$ cat src/rtl/uart_tx_fifo_drain_pkg.sv
// Shared types for the UART transmit side that drains the processor-to-UART FIFO.
package uart_tx_fifo_drain_pkg;

    typedef logic bit_t;

    typedef enum logic [2:0] {
        IDLE,
        START,
        DATA,
        PARITY,
        STOP
    } tx_state_e;

    localparam int UART_DATA_W = 8;

endpackage

$ cat src/rtl/uart_tx_fifo_drain_if.sv
// Read-side FIFO port: master is the draining UART, slave is the FIFO storage.
interface uart_tx_fifo_drain_if
    import uart_tx_fifo_drain_pkg::*;
#(
    parameter int DATA_W    = UART_DATA_W,
    parameter int ADDR_BITS = 4
);

    logic                 fifo_empty;
    logic [DATA_W-1:0]    fifo_rdata;
    logic                 fifo_rd;
    logic [ADDR_BITS-1:0] r_add;

    modport master (
        input  fifo_empty,
        input  fifo_rdata,
        output fifo_rd,
        output r_add
    );

    modport slave (
        output fifo_empty,
        output fifo_rdata,
        input  fifo_rd,
        input  r_add
    );

endinterface

$ cat src/rtl/uart_tx_fifo_drain_baud_tick.sv
// Bit-period counter: one-cycle pulse on the last clock of each UART bit.
module uart_tx_fifo_drain_baud_tick #(
    parameter int CLKS_PER_BIT = 16
) (
    input  logic clock,
    input  logic reset,
    input  logic enable,
    input  logic clear,
    output logic tick
);

    localparam int CNT_W = (CLKS_PER_BIT > 1) ? $clog2(CLKS_PER_BIT) : 1;
    localparam logic [CNT_W-1:0] TERMINAL = CNT_W'(CLKS_PER_BIT - 1);

    logic [CNT_W-1:0] count_q;

    assign tick = enable && (count_q == TERMINAL);

    // Clear wins so a new frame always starts with a full-length start bit.
    always_ff @(posedge clock or negedge reset) begin
        if (!reset) begin
            count_q <= '0;
        end else if (clear) begin
            count_q <= '0;
        end else if (enable) begin
            count_q <= tick ? '0 : count_q + CNT_W'(1);
        end
    end

endmodule

$ cat src/rtl/uart_tx_fifo_drain.sv
// Pops bytes from the TX FIFO and serialises each as an 8N1/8E1 frame on tx,
// owning the FIFO read pointer that the processor side Gray-synchronises.
module uart_tx_fifo_drain
    import uart_tx_fifo_drain_pkg::*;
#(
    parameter int DATA_W       = UART_DATA_W,
    parameter int ADDR_BITS    = 4,
    parameter int CLKS_PER_BIT = 16,
    parameter int PARITY_EN    = 0
) (
    input  logic                  clock,
    input  logic                  reset,
    input  logic                  tx_enable,
    uart_tx_fifo_drain_if.master  fifo,
    output logic                  tx,
    output logic                  busy
);

    localparam int BIT_W = (DATA_W > 1) ? $clog2(DATA_W) : 1;
    localparam logic [BIT_W-1:0] LAST_BIT = BIT_W'(DATA_W - 1);

    tx_state_e            state_q, state_d;
    logic [DATA_W-1:0]    shift_q, shift_d;
    logic [BIT_W-1:0]     bit_q, bit_d;
    bit_t                 parity_q, parity_d;
    logic [ADDR_BITS-1:0] r_add_q, r_add_d;
    bit_t                 tx_q, tx_d;
    logic                 tick;
    logic                 frame_end;
    logic                 pop;

    uart_tx_fifo_drain_baud_tick #(
        .CLKS_PER_BIT(CLKS_PER_BIT)
    ) u_baud (
        .clock (clock),
        .reset (reset),
        .enable(state_q != IDLE),
        .clear (pop),
        .tick  (tick)
    );

    assign frame_end = (state_q == STOP) && tick;
    // Gated by reset so no pop strobe reaches the FIFO while it is held in reset.
    assign pop = reset && tx_enable && !fifo.fifo_empty &&
                 ((state_q == IDLE) || frame_end);

    // tx is registered from its next value so the line changes on the same edge as the state.
    always_comb begin
        state_d  = state_q;
        shift_d  = shift_q;
        bit_d    = bit_q;
        parity_d = parity_q;
        r_add_d  = r_add_q;
        tx_d     = tx_q;

        case (state_q)
            START: begin
                if (tick) begin
                    state_d = DATA;
                    bit_d   = '0;
                    tx_d    = shift_q[0];
                end
            end
            DATA: begin
                if (tick) begin
                    if (bit_q == LAST_BIT) begin
                        if (PARITY_EN != 0) begin
                            state_d = PARITY;
                            tx_d    = parity_q;
                        end else begin
                            state_d = STOP;
                            tx_d    = 1'b1;
                        end
                    end else begin
                        shift_d = shift_q >> 1;
                        bit_d   = bit_q + BIT_W'(1);
                        tx_d    = shift_d[0];
                    end
                end
            end
            PARITY: begin
                if (tick) begin
                    state_d = STOP;
                    tx_d    = 1'b1;
                end
            end
            STOP: begin
                if (tick) begin
                    state_d = IDLE;
                    tx_d    = 1'b1;
                end
            end
            default: begin
                tx_d = 1'b1;
            end
        endcase

        // A pop at the end of STOP chains straight into the next start bit.
        if (pop) begin
            state_d  = START;
            shift_d  = fifo.fifo_rdata;
            parity_d = ^fifo.fifo_rdata;
            r_add_d  = r_add_q + ADDR_BITS'(1);
            bit_d    = '0;
            tx_d     = 1'b0;
        end
    end

    always_ff @(posedge clock or negedge reset) begin
        if (!reset) begin
            state_q  <= IDLE;
            shift_q  <= '0;
            bit_q    <= '0;
            parity_q <= 1'b0;
            r_add_q  <= '0;
            tx_q     <= 1'b1;
        end else begin
            state_q  <= state_d;
            shift_q  <= shift_d;
            bit_q    <= bit_d;
            parity_q <= parity_d;
            r_add_q  <= r_add_d;
            tx_q     <= tx_d;
        end
    end

    assign fifo.fifo_rd = pop;
    assign fifo.r_add   = r_add_q;
    assign tx           = tx_q;
    assign busy         = (state_q != IDLE);

endmodule
$ cat src/flat_wrapper.sv
// flat-port wrapper written by rule: the top's interface ports become plain ports
module uart_tx_fifo_drain_flat import uart_tx_fifo_drain_pkg::*;
#(
    parameter int DATA_W       = UART_DATA_W,
    parameter int ADDR_BITS    = 4,
    parameter int CLKS_PER_BIT = 16,
    parameter int PARITY_EN    = 0
)
  (clock, reset, tx_enable, tx, busy, fifo_fifo_empty, fifo_fifo_rdata, fifo_fifo_rd, fifo_r_add);
  uart_tx_fifo_drain_if #(.DATA_W(DATA_W), .ADDR_BITS(ADDR_BITS)) fifo_i ();
  input  logic clock;
  input  logic reset;
  input  logic tx_enable;
  output logic tx;
  output logic busy;
  input wire logic [$bits(fifo_i.fifo_empty)-1:0] fifo_fifo_empty;
  input wire logic [$bits(fifo_i.fifo_rdata)-1:0] fifo_fifo_rdata;
  output wire logic [$bits(fifo_i.fifo_rd)-1:0] fifo_fifo_rd;
  output wire logic [$bits(fifo_i.r_add)-1:0] fifo_r_add;
  assign fifo_i.fifo_empty = fifo_fifo_empty;
  assign fifo_i.fifo_rdata = fifo_fifo_rdata;
  assign fifo_fifo_rd = fifo_i.fifo_rd;
  assign fifo_r_add = fifo_i.r_add;
  uart_tx_fifo_drain #(.DATA_W(DATA_W), .ADDR_BITS(ADDR_BITS), .CLKS_PER_BIT(CLKS_PER_BIT), .PARITY_EN(PARITY_EN)) u_core (.clock(clock), .reset(reset), .tx_enable(tx_enable), .fifo(fifo_i), .tx(tx), .busy(busy));
endmodule
$ cat config.mk
export PLATFORM = sky130hd
export DESIGN_NAME = uart_tx_fifo_drain_flat
export DESIGN_NICKNAME = d
export VERILOG_FILES = /design/src/rtl/uart_tx_fifo_drain_pkg.sv /design/src/rtl/uart_tx_fifo_drain_if.sv /design/src/rtl/uart_tx_fifo_drain_baud_tick.sv /design/src/rtl/uart_tx_fifo_drain.sv /design/src/flat_wrapper.sv
export SDC_FILE = /design/constraint.sdc
export NUM_CORES = 1
export LEC_CHECK = 0
export BUFFER_PORTS_ARGS = -buffer_cell sky130_fd_sc_hd__buf_2
export CAP_MARGIN = 5
export CORE_UTILIZATION = 45
export CTS_BUF_LIST = sky130_fd_sc_hd__clkbuf_2
export CTS_CLUSTER_DIAMETER = 150
export DETAILED_ROUTE_END_ITERATION = 6
export PLACE_DENSITY = 0.66
export SETUP_SLACK_MARGIN = 0.1
export SLEW_MARGIN = 20
export SYNTH_ARGS = -nofsm -noshare
export SYNTH_HDL_FRONTEND = slang
export SYNTH_SLANG_ARGS = --single-unit
$ cat constraint.sdc
create_clock -name clock -period 4.9 [get_ports clock]
set_input_delay 1.47 -clock clock [delete_from_list [all_inputs] [get_ports clock]]
set_output_delay 1.47 -clock clock [all_outputs]
set_load 0.05 [all_outputs]
==> results.sh <==
export IMPL_max_freq_mhz=254.3
export IMPL_cts_hold_buf=0
export IMPL_std_cell_core_area_mm2=0.002545
export IMPL_worst_pin_slew_ps=483.8
export IMPL_n_fill_cell=243
export IMPL_postLayoutCoreUtil=0.5285
export IMPL_route_detailed_drc=0
export IMPL_die_area_mm2=0.002958
export IMPL_std_cell_rows=18
export IMPL_r2r_start="u_core.u_baud.count_q[0]"
export IMPL_max_cap_viol_count=0
export IMPL_synth_async_reset_ratio=1.000
export IMPL_power_density_mw_per_mm2=536.8
export IMPL_worstPathRequired_ps=3430
export IMPL_fin_ws_ps=967.0
export IMPL_cts_tree="yes"
export IMPL_clk_pin_slew_worst_paths_ps=220
export IMPL_cp_data_arrival_time_ps=2460
export IMPL_grt_setup_unrepaired="no"
export IMPL_most_common_cell_after_layout_fill_and_taps_aside="dfrtp_1"
export IMPL_drt_initial_drc_count=18
export IMPL_finalHoldViolations=0
export IMPL_grt_remaining_overflow=0
export IMPL_number_of_global_route_vias_before_repair=824
export IMPL_avgRoutedWirePerCell_um=13.72
export IMPL_final_min_period_over_clock_period=0.8026
export IMPL_clk_latency_ps=330
export IMPL_regToRegSetupSlack_ps=2740
export IMPL_drv_slew=0
export IMPL_chipHeight_um=54.39
export IMPL_timing_clock_skew_ps=12.18
export IMPL_synth_edff_count=0
export IMPL_critPathKind="input port to primary output"
export IMPL_starting_density_of_the_core=0.4853
export IMPL_synthesis_instances=112
export IMPL_placement_io_buffers=18
export IMPL_postSynthAreaPerCell_um2=11.03
export IMPL_grt_pass1_wl_um=3760
export IMPL_cts_inserted_buffers=3
export IMPL_tritoncts_num_sinks=23
export IMPL_ir_drop_uv=338.6
export IMPL_pre_cts_slack_ps=951.8
export IMPL_layout_cells_most_common_list="dfrtp_1, buf_2, nand2_1"
export IMPL_timing_hold_worst_endpoint="u_core.shift_q[0]"
export IMPL_wirelength_um=2182
export IMPL_clock_root_buffer="clkbuf_2"
export IMPL_sequential_share_of_the_synthesized_area=0.4671
export IMPL_timing_critical_path_buf_inv=2
export IMPL_worst_r2r_endpoint="u_core.fifo.r_add[1]"
export IMPL_end_kind="primary output"
export IMPL_start_kind="input port"
export IMPL_crit_top_cell="buf_2"
export IMPL_yosys_cell_types_count=41
export IMPL_worst_r2r_cell_count=5
export IMPL_grt_antenna_before_repair=0
export IMPL_min_path_type="flip-flop to flip-flop"
export IMPL_hold_path_startpoint="u_core.shift_q[0]"
export IMPL_cp_slowest_cell="a2111oi_4"
export IMPL_timing_hold_worst_path_depth=1
export IMPL_gp_congestion=0.7665
export IMPL_total_leakage_power_nw=0.6340
export IMPL_final_net_count=146
export IMPL_postCtsSetupBuffers=0
export IMPL_layout_drive_gt1_share=0.2713
export IMPL_postSynthNetCount=128
export IMPL_die_width_um=54.39
export IMPL_setup_tns_final_ps=0
export IMPL_outcome="finished clean"
export IMPL_post_cts_resized=0
export IMPL_yosys_register_bits=23
export IMPL_synth_main_ff_cell="dfrtp_1"
export IMPL_mappedNetlistArea_mm2=0.001235
export IMPL_grt_max_degree=25
export IMPL_globalRouteTotalUtil=0.1829
export IMPL_num_antenna_cells=0
export IMPL_critical_path_max_stage_delay_ps=370
export IMPL_ctsLongestPathBuffers=2
export IMPL_dpl_hpwl_um=1639
export IMPL_path_delay_family="buffers and inverters"
export IMPL_detailroute_via_count=892
export IMPL_drt_first_pass_iters=4
export IMPL_max_slew_margin=0.6775
export IMPL_cp_cell_sequence="buf_2, nand3b_1, a2111oi_4, buf_2"
export IMPL_finalSetupViolations=0
export IMPL_via_per_inst=5.610
export IMPL_synth_warnings=0
export IMPL_clock_tree_htree_level_count=1
export IMPL_io_pin_count=19
export IMPL_final_period_minus_worst_setup_slack_ps=3933
export IMPL_worst_path_max_fanout=2
export IMPL_post_route_antenna_net_violation_count=0
export IMPL_flow_area_growth_from_synthesis_pct=8.916
[power breakdown]
group | switching, W | internal [W] | leakage (nW)
Combinational | 0.000181 | 0.000105 | 0.331
Sequential | 0.0000912 | 0.000269 | 0.287
Clock | 0.0000571 | 0.0000185 | 0.0164
[cell type report]
class / count / area [um2] / area share
Clock buffer: 3 / 15.01 / 0.01116
Tap cell: 30 / 37.54 / 0.02791
Inverter: 2 / 7.507 / 0.005581
Clock inverter: 1 / 5.005 / 0.003721
Timing Repair Buffer: 20 / 105.1 / 0.07814
Sequential cell: 23 / 576.8 / 0.4288
Multi-Input combinational cell: 80 / 598.1 / 0.4447
[synthesized netlist by cell type (2+ instances only)]
cell | count | share of area
nor2_1 | 7 | 0.021
a32o_1 | 2 | 0.016
nand2_1 | 15 | 0.046
a21o_1 | 2 | 0.012
o21ai_0 | 13 | 0.053
ha_1 | 4 | 0.041
nor3_1 | 3 | 0.012
dfrtp_1 | 22 | 0.45
buf_6 | 3 | 0.027
buf_2 | 3 | 0.012
a21oi_1 | 2 | 0.0081
nand3_1 | 2 | 0.0081
mux2i_1 | 6 | 0.049
[cells by family after synthesis]
| family | share of synthesized area |
|---|---|
| DFF | 0.4671 |
| AOI/OAI and AO/OA | 0.1763 |
| adders and majority gates | 0.04053 |
| muxes | 0.05775 |
| xor gates and xnor gates | 0.02736 |
| and+or+nand+nor | 0.1824 |
| buffers and inverters | 0.04862 |
[worst register-to-register path, cell delays in order, from the launching register on]
cell,delay (ps)
dfrtp_1,460
ha_1,270
nand3_2,250
a2111oi_4,430
buf_4,300
mux2_2,360
[worst max-delay path by stage]
stage,start,to,slack (ps),depth (start not counted)
2_1_floorplan,fifo_fifo_empty,fifo_fifo_rd,960,3
3_3_place_gp,fifo_fifo_empty,fifo_fifo_rd,1000,4
3_5_place_dp,fifo_fifo_empty,fifo_fifo_rd,950,4
4_1_cts,fifo_fifo_empty,fifo_fifo_rd,950,4
5_1_grt,fifo_fifo_empty,fifo_fifo_rd,920,4
6_report,fifo_fifo_empty,fifo_fifo_rd,970,4
[routing by layer]
metal | part of all wire | vias up | track usage
met5 | 0 | - | 0
met4 | 0.0055 | 0 | 0.08120
met3 | 0.035 | 2 | 0.03611
met2 | 0.46 | 17 | 0.2642
met1 | 0.50 | 432 | 0.2633
li1 | - | 441 | -
[through the flow]
step	cells	area [um2]	total power [W]	hold WS, ps
floorplan	112	1235	0.0005821	440.8
global placement	155	1325	0.0006390	470.4
detailed placement	155	1325	0.0006524	470.6
CTS	159	1345	0.0007257	517.3
global route	159	1345	0.0007829	533.6
finish	159	1345	0.0007220	512.0
[registers in the layout (all words and copies together) (netlist names)]
| register | count |
|---|---|
| u_core.u_baud.count_q | 4 |
| u_core.tx | 1 |
| u_core.state_q | 3 |
| u_core.shift_q | 8 |
| u_core.bit_q | 3 |
| u_core.fifo.r_add | 4 |
(Power assumes the default switching activity.)
